`config.mk`:
```
export PLATFORM = sky130hd
export DESIGN_NAME = arbitro_vc
export DESIGN_NICKNAME = d
export VERILOG_FILES = /design/src/rtl/arbitro_vc.sv
export SDC_FILE = /design/constraint.sdc
export NUM_CORES = 1
export LEC_CHECK = 0
export BUFFER_PORTS_ARGS = -buffer_cell sky130_fd_sc_hd__buf_2
export CAP_MARGIN = 20
export CORE_ASPECT_RATIO = 0.7
export CORE_MARGIN = 5
export CORE_UTILIZATION = 25
export DETAILED_ROUTE_END_ITERATION = 6
export GPL_TIMING_DRIVEN = 0
export SYNTH_ARGS = -nofsm -noshare
export SYNTH_HDL_FRONTEND = slang
export SYNTH_SLANG_ARGS = --single-unit
```
`constraint.sdc`:
```
create_clock -name clk -period 8.17 [get_ports clk]
set_clock_uncertainty 0.15 [all_clocks]
set_input_delay 2.451 -clock clk [delete_from_list [all_inputs] [get_ports clk]]
set_output_delay 2.451 -clock clk [all_outputs]
set_load 0.1 [all_outputs]
```
`src/rtl/arbitro_vc.sv`:
```
// ---------------------------------------------------------------------------
// arbitro_vc
// Weighted round-robin arbiter that moves words from the virtual-channel
// FIFOs into the destination FIFOs of the transmission layer. Each cycle at
// most one non-empty VC whose head word targets a destination that is not
// almost-full is granted. The granted word is popped combinationally and
// pushed, one cycle later, into the destination selected by the word's top
// two bits. Forwarding only happens while the link state machine is active;
// per-VC weights are latched while the link is inactive.
//
// Ports:
//   clk            rising-edge clock
//   reset          asynchronous, active-low; 0 clears all state at once
//   active         link state machine active flag; 1 enables forwarding
//   weights        per-VC weight, VC v at [v*W_WIDTH +: W_WIDTH]
//   vc_empty       empty flag of each first-word-fall-through VC FIFO
//   vc_data        head word of each VC FIFO, VC v at [v*DATA_WIDTH +: DATA_WIDTH]
//   d_almost_full  almost-full flag of each destination FIFO
//   vc_pop         one-hot pop strobe (combinational)
//   d_push         one-hot push strobe (registered)
//   d_data         word presented to the destination FIFOs (registered)
//   busy           registered; 1 whenever d_push is nonzero
// ---------------------------------------------------------------------------
module arbitro_vc #(
    parameter int DATA_WIDTH = 6,
    parameter int NUM_VC     = 4,
    parameter int NUM_D      = 4,
    parameter int W_WIDTH    = 3
) (
    input  logic                          clk,
    input  logic                          reset,
    input  logic                          active,
    input  logic [NUM_VC*W_WIDTH-1:0]     weights,
    input  logic [NUM_VC-1:0]             vc_empty,
    input  logic [NUM_VC*DATA_WIDTH-1:0]  vc_data,
    input  logic [NUM_D-1:0]              d_almost_full,
    output logic [NUM_VC-1:0]             vc_pop,
    output logic [NUM_D-1:0]              d_push,
    output logic [DATA_WIDTH-1:0]         d_data,
    output logic                          busy
);

    localparam int PTR_W  = (NUM_VC > 1) ? $clog2(NUM_VC) : 1;
    localparam int DEST_W = 2;

    // Registered arbitration state
    logic [PTR_W-1:0]   ptr;
    logic [W_WIDTH-1:0] credit;
    logic [W_WIDTH-1:0] wreg [NUM_VC];

    // Combinational arbitration signals
    logic [DEST_W-1:0]     dest [NUM_VC];
    logic [NUM_VC-1:0]     elig;
    logic                  grant_valid;
    logic [PTR_W-1:0]      grant_idx;
    logic [PTR_W-1:0]      cand;
    logic [W_WIDTH-1:0]    eff_weight;
    logic [W_WIDTH-1:0]    credit_next;
    logic [DATA_WIDTH-1:0] grant_word;
    logic [DEST_W-1:0]     grant_dest;
    logic [NUM_D-1:0]      push_onehot;

    // Destination of each head word and per-VC eligibility. Reset is folded
    // in so that vc_pop drops to zero the moment reset asserts, even though
    // the registered state it depends on is also being cleared.
    always_comb begin
        for (int v = 0; v < NUM_VC; v++) begin
            dest[v] = vc_data[v*DATA_WIDTH + DATA_WIDTH - DEST_W +: DEST_W];
            elig[v] = reset & active & ~vc_empty[v] & ~d_almost_full[dest[v]];
        end
    end

    // Grant selection. The current VC keeps the grant while it still has
    // credit; otherwise the search starts at ptr+1 and wraps so that ptr is
    // examined last. A zero weight is promoted to one so no VC is starved.
    always_comb begin
        grant_valid = 1'b0;
        grant_idx   = ptr;
        cand        = ptr;
        eff_weight  = '0;
        credit_next = credit;
        if (elig[ptr] && (credit != '0)) begin
            grant_valid = 1'b1;
            grant_idx   = ptr;
            credit_next = credit - W_WIDTH'(1);
        end else begin
            for (int i = 1; i <= NUM_VC; i++) begin
                cand = PTR_W'((int'(ptr) + i) % NUM_VC);
                if (!grant_valid && elig[cand]) begin
                    grant_valid = 1'b1;
                    grant_idx   = cand;
                end
            end
            eff_weight = wreg[grant_idx];
            if (eff_weight == '0) begin
                eff_weight = W_WIDTH'(1);
            end
            credit_next = eff_weight - W_WIDTH'(1);
        end
    end

    // Word and destination of the granted VC
    always_comb begin
        grant_word = '0;
        for (int v = 0; v < NUM_VC; v++) begin
            if (grant_idx == PTR_W'(v)) begin
                grant_word = vc_data[v*DATA_WIDTH +: DATA_WIDTH];
            end
        end
        grant_dest  = dest[grant_idx];
        push_onehot = NUM_D'(1) << grant_dest;
    end

    // Pop strobe goes out in the same cycle as the grant
    always_comb begin
        vc_pop = '0;
        if (grant_valid) begin
            vc_pop[grant_idx] = 1'b1;
        end
    end

    // Arbitration state and registered push. While inactive the weights are
    // re-latched every cycle and credit is cleared, so the next active period
    // starts a fresh search from the VC after the last one granted.
    always_ff @(posedge clk or negedge reset) begin
        if (!reset) begin
            ptr    <= PTR_W'(NUM_VC - 1);
            credit <= '0;
            d_push <= '0;
            d_data <= '0;
            busy   <= 1'b0;
            for (int v = 0; v < NUM_VC; v++) begin
                wreg[v] <= W_WIDTH'(1);
            end
        end else if (active) begin
            if (grant_valid) begin
                ptr    <= grant_idx;
                credit <= credit_next;
                d_data <= grant_word;
                d_push <= push_onehot;
                busy   <= 1'b1;
            end else begin
                d_push <= '0;
                busy   <= 1'b0;
            end
        end else begin
            d_push <= '0;
            busy   <= 1'b0;
            credit <= '0;
            for (int v = 0; v < NUM_VC; v++) begin
                wreg[v] <= weights[v*W_WIDTH +: W_WIDTH];
            end
        end
    end

endmodule
```
---- After elaboration in Yosys (flattened, before gate mapping) ----
Index checks and enable logic that the tools add are counted.
operators by class
  $add $sub $neg .......................... 6
  order comparisons ....................... 13
  equality and inequality tests ........... 4
  shift operators ......................... 1
  mux-type cells .......................... 54
  bitwise logic cells ..................... 19
  reduce and logical (&&, ||, !) cells .... 12
operators by type and width
  cell                                                                   number
  2-bit by 3-bit < comparator with 1-bit output (second input constant)  10
  6-bit 2-to-1 mux                                                       4
  3-bit 2-to-1 mux                                                       7
  1-bit 2-to-1 mux                                                       20
  1-bit binary-select mux with 2-bit select                              9
  2-bit 2-to-1 mux                                                       8
  4-bit 2-to-1 mux                                                       3
  1-bit bitwise AND                                                      9
  1-bit inverter                                                         8
  3-bit binary-select mux with 2-bit select                              1
  3-bit greater-or-equal comparator (second input constant)              2
  2-bit inverter with 3-bit output                                       2
  3-bit by 1-bit subtractor with 3-bit output (second input constant)    2
  1-bit logical AND                                                      5
  2-bit by 1-bit adder with 2-bit output (second input constant)         2
  2-bit adder (second input constant)                                    2
  2-bit binary-select mux with 2-bit select                              1
  2-bit == test (second input constant)                                  2
  1-bit by 2-bit << shifter with 4-bit output (first input constant)     1
  1-bit logical NOT                                                      3
  3-bit logical NOT                                                      1
  3-bit nonzero test                                                     1
  1-bit demux with 2-bit select                                          1
  2-bit by 1-bit == test with 1-bit output (second input constant)       1
  other kinds (4)                                                        4
word-level totals
  register bits after elaboration ......... 28
  bits of input ports ..................... 47
  output and inout port bits .............. 15

---- Longest topological paths before layout ----
  depth in word-level cells ............... 31
  depth in mapped cells ................... 15
  depth with buffers taken out ............ 12

---- Worst setup path before layout ----
No wires, ideal clock.
  kind .................................... input -> output
  from .................................... in vc_data[4]
  to ...................................... out vc_pop[0]
  arrival time ............................ 5.470 ns
  required time ........................... 5.569 ns
  slack ................................... 0.099 ns
  stages on the path ...................... 8
  path buffers ............................ 2
  path through ............................ mux4_2 or3_4 a221o_1 buf_6 a22oi_4 buf_6 inv_1 nor2_1
between the ends
  word-level cells in the longest chain between the ends .. 26
ends and longest elaborated chain
  element                                                                                                                                                     line  text
  start, declared                                                                                                                                             35    input logic [NUM_VC*DATA_WIDTH-1:0] vc_data,
  1-bit binary-select mux with 2-bit select *                                                                                                                 69    elig[v] = reset & active & ~vc_empty[v] & ~d_almost_full[dest[v]];
  1-bit 2-to-1 mux (implied by the code) *                                                                                                                    69
  1-bit inverter *                                                                                                                                            69
  1-bit bitwise AND *                                                                                                                                         69
  1-bit binary-select mux with 2-bit select                                                                                                                   89    if (!grant_valid && elig[cand]) begin
  1-bit 2-to-1 mux (implied by the code)                                                                                                                      89
  1-bit 2-to-1 mux                                                                                                                                            89
  1-bit 2-to-1 mux                                                                                                                                            82    if (elig[ptr] && (credit != '0)) begin
  (+9 left out)                                                                                                                                               -
  1-bit logical AND                                                                                                                                           89
  2-bit 2-to-1 mux                                                                                                                                            89
  2-bit 2-to-1 mux (2 in series)                                                                                                                              82
  2-bit by 3-bit < comparator with 1-bit output (implied by the code) / 2-bit by 1-bit greater-or-equal comparator with 1-bit output (equally long branches)  118   vc_pop[grant_idx] = 1'b1;
  1-bit logical AND (implied by the code)                                                                                                                     118
  1-bit 2-to-1 mux (implied by the code)                                                                                                                      118
  1-bit demux with 2-bit select                                                                                                                               118
  4-bit 2-to-1 mux *                                                                                                                                          117   if (grant_valid) begin
  end, declared                                                                                                                                               37    output logic [NUM_VC-1:0] vc_pop,
Mark *: on every way between the ends. The rest lies on a longest branch, timed or not. The select of a mux whose other input is x is not followed.

---- Worst setup path in the final report ----
  from .................................... in reset
  to ...................................... out vc_pop[2]
between the ends
  word-level cells in the longest chain between the ends .. 25
ends and longest elaborated chain
  element                                                                                                                                                     line  text
  start, declared                                                                                                                                             31    input logic reset,
  1-bit bitwise AND *                                                                                                                                         69
  1-bit bitwise AND (2 in series)                                                                                                                             69
  1-bit binary-select mux with 2-bit select                                                                                                                   89
  1-bit 2-to-1 mux (implied by the code)                                                                                                                      89
  1-bit 2-to-1 mux                                                                                                                                            89
  1-bit 2-to-1 mux                                                                                                                                            82
  1-bit logical NOT                                                                                                                                           89
  1-bit logical AND                                                                                                                                           89
  (+7 left out)                                                                                                                                               -
  1-bit logical AND                                                                                                                                           89
  2-bit 2-to-1 mux                                                                                                                                            89
  2-bit 2-to-1 mux (2 in series)                                                                                                                              82
  2-bit by 3-bit < comparator with 1-bit output (implied by the code) / 2-bit by 1-bit greater-or-equal comparator with 1-bit output (equally long branches)  118
  1-bit logical AND (implied by the code)                                                                                                                     118
  1-bit 2-to-1 mux (implied by the code)                                                                                                                      118
  1-bit demux with 2-bit select                                                                                                                               118
  4-bit 2-to-1 mux *                                                                                                                                          117
Marks and branches as above.

==> reports/qor.csv <==
metric;value;unit
use_met2;16.69;%
layout.nets;284;
p_clk_share;17.4;%
clock_path_buffers;2;
root_buffer;clkbuf_8;
synth.most_common_cell;dfrtp_1;
synth_top_area_share;29.29;%
critPathTopFamily;buffers and inverters;
slew_headroom;62.55;%
intPower;332.3;uW
numPortBuffers;60;
clkLatencyLatePin;0.28;ns
grt_overflow;0;
synth_top_family_by_area;multiplexers;
antenna_found_initial;0;
crit_top_cell;buf_6;
period_minus_slack;7.774;ns
grt_pass1_wl;7928;um
yosysTopAreaCell;dfrtp_1;
htreeDepth;1;
synth_fa_ha_area_share;0.6658;%
pin_count;62;
p_sw;306.0;uW
place_ws;0.1483;ns
ctsHoldBuffers;0;
netlist_area;1879;um2
syn_nets;219;
ir_worst_vdd;0.1649;mV
core-area;7320;um2
power_frac_seq;29.4;%
syn_to_final_growth;26.43;%
synthXorXnorAreaFrac;0;%
synth_area_leaders;dfrtp_1 (29%), mux2i_1 (11%), mux2_2 (9.6%), dfstp_2 (8.4%), mux4_2 (3.6%);
synth_mux_area_share;27.36;%
synth-edff-count;0;
synth_cell_type_count;50;
place_area;2302;um2
vias;1561;
drtAntennaViolNets;0;
critical_path_arrival;5.17;ns
grt_use_total;10.55;%
gp_congestion;0.8374;
power.share.switching;47.94;%
path_buf_inv;6;
drt_wl_total;4883;um
worstPathRequired;5.57;ns
synth-seq-cells;28;
fin_hold_ws;0.3397;ns
grt_use_met1;15.30;%
first_global_vias;1581;
hold_viol_final;0;
syn_inst;171;
synth_seq_area_share;37.68;%
numCtsBuffers;3;
initial_core_util;25.68;%
rsz0062_at_grt;no;
tightest_slew;0.5611;ns
status;finished clean;
setup_viol;0;
crit_slowest_cell;buf_2;
worstPathMaxFanout;32;
synth-compound-area-share;14.98;%
die_h;82.54;um
dieWidth;113.6;um
synth_top_flop_cell;dfrtp_1;
die_area;9379;um2
fin_crit_sh;95.15;%
p_per_area;268.6;nW/um2
slew_viol_final;0;
dr.pass1.iters;4;
ys.warnings.count;0;
path_class;in -> out;
synth-simple-area-share;13.72;%
final_layout_size_suffix_gt1_share;45.53;%
place_hpwl;3791;um
cp-start-kind;input pin;
comb_power_share;53.2;%
ys_async_sr_fraction;100.0;%
busiest_layer;met2;
endpoint_kind;output pin;
holdCritPathClass;reg -> reg;
fin_setup_tns;0;ns
post_drt_wl_per_cell;14.66;um
avgSynthCellArea;10.99;um2
insertedDiodeCount;0;
leakage;1.100;nW
remaining_drc_errors;0;
routed_via_density;4.688;
netlist_top_cells_count;dfrtp_1 (22), mux2i_1 (21), mux2_2 (16), nor2_1 (14), nand2_1 (13);
clock_sinks;28;
grt_max_degree;33;
cts_tree;done;
finalInstanceArea;2376;um2
met3_usage;2.185;%
layout_setup_ws;0.3961;ns
rows;26;
fmax;0.1286;GHz
drt_iter0_drc;74;
cap_violations;0;
clk_pin_slew_worst_paths;0.10;ns
cpPeakStageDelay;0.44;ns
worstPathCellList;clkbuf_4, and2_1, buf_6, a32oi_1, a32o_1, a221o_1, buf_6, a22oi_4, buf_6, inv_1, nor2_1, buf_2;
-- sequential cells by signal (all words and copies together) (netlist names) --
register and cells:
busy 1, credit 3, d_data 6, d_push 4, ptr 2, wreg 12
-- through the flow --
step / total power, mW / std cells / util [%]
floorplan: 0.4617 / 171 / -
global placement: 0.5288 / 329 / 31.45
detailed placement: 0.5309 / 329 / 31.45
CTS: 0.6458 / 333 / 32.43
global route: 0.6736 / 333 / 32.46
finish: 0.6383 / 333 / 32.46
-- area by class of cell --
cell class | instances | area (um2)
buffer | 9 | 90.09
clock buffer | 3 | 41.29
clock inverter | 1 | 30.03
fill | 766 | 4943
inverter | 4 | 15.01
multi-input combinational | 130 | 1066
sequential | 28 | 708.2
tap | 98 | 122.6
timing repair buffer | 60 | 302.8
-- worst reg2reg max path, stage by stage, from the launching register on --
cell and delay [ns]:
dfstp_2 0.53, clkdlybuf4s15_1 0.39, nor2_1 0.10, a221o_1 0.36
buf_6 0.15, mux2i_1 0.18, mux2i_1 0.17, o211ai_1 0.20
o21ai_0 0.11, ha_1 0.22, nand2b_1 0.16, o31ai_1 0.23
a211o_1 0.16
-- path summary, 6_finish.rpt --
kind,startpoint,endpoint,slack (ns),cells after the start
min in group asynchronous,reset,wreg[10],1.98,1
worst min register to register,d_data[5],d_data[5],0.34,2
worst max-delay path,reset,vc_pop[2],0.40,12
worst min-delay path,d_data[5],d_data[5],0.34,2
max in group asynchronous,reset,ptr[1],5.55,1
worst max register to register,ptr[0],credit[2],5.00,12
-- what timing repair did --
action	4_1_cts	5_1_grt
setup endpoints to repair	0	3
setup buffers	0	0
endpoints found under the hold margin	0	0
gates resized for setup	0	1
-- routing by layer --
| layer | vias to the layer above | part of all wire, % |
|---|---|---|
| met5 | - | 0 |
| met4 | 0 | 0.25 |
| met1 | 747 | 50 |
| li1 | 767 | - |
| met2 | 45 | 44 |
| met3 | 2 | 5.9 |
-- cells in the final DEF (no fill, tap or decap), types with 3 or more instances in the layout --
cell type  count
a21oi_1        6
a22oi_1        3
and2_1         3
buf_2         59
buf_6          4
clkbuf_8       5
dfrtp_1       22
dfstp_2        6
inv_1          3
mux2_2        16
mux2_4         3
mux2i_1       21
mux4_2         3
nand2_1       13
nor2_1        14
nor2b_1        5
o22ai_1        6
-- power by group through the flow --
| stage | clock network (mW) | logic [mW] | registers, mW |
|---|---|---|---|
| final | 0.111 | 0.339 | 0.188 |
| after global routing | 0.120 | 0.360 | 0.193 |
| after CTS | 0.116 | 0.341 | 0.188 |
| after detailed placement | 0 | 0.340 | 0.190 |
| after global placement | 0 | 0.338 | 0.191 |
| after floorplan | 0 | 0.144 | 0.318 |
-- cell families (layout without fill, tap and decap cells) --
| logic type | after synthesis | count (layout) |
|---|---|---|
| compound gates | 36 | 36 |
| fa+ha+maj | 1 | 1 |
| buf+inv | 13 | 77 |
| flops | 28 | 28 |
| mux | 44 | 44 |
| simple gates | 49 | 49 |
Note: power is estimated with default switching activity, not from simulation.
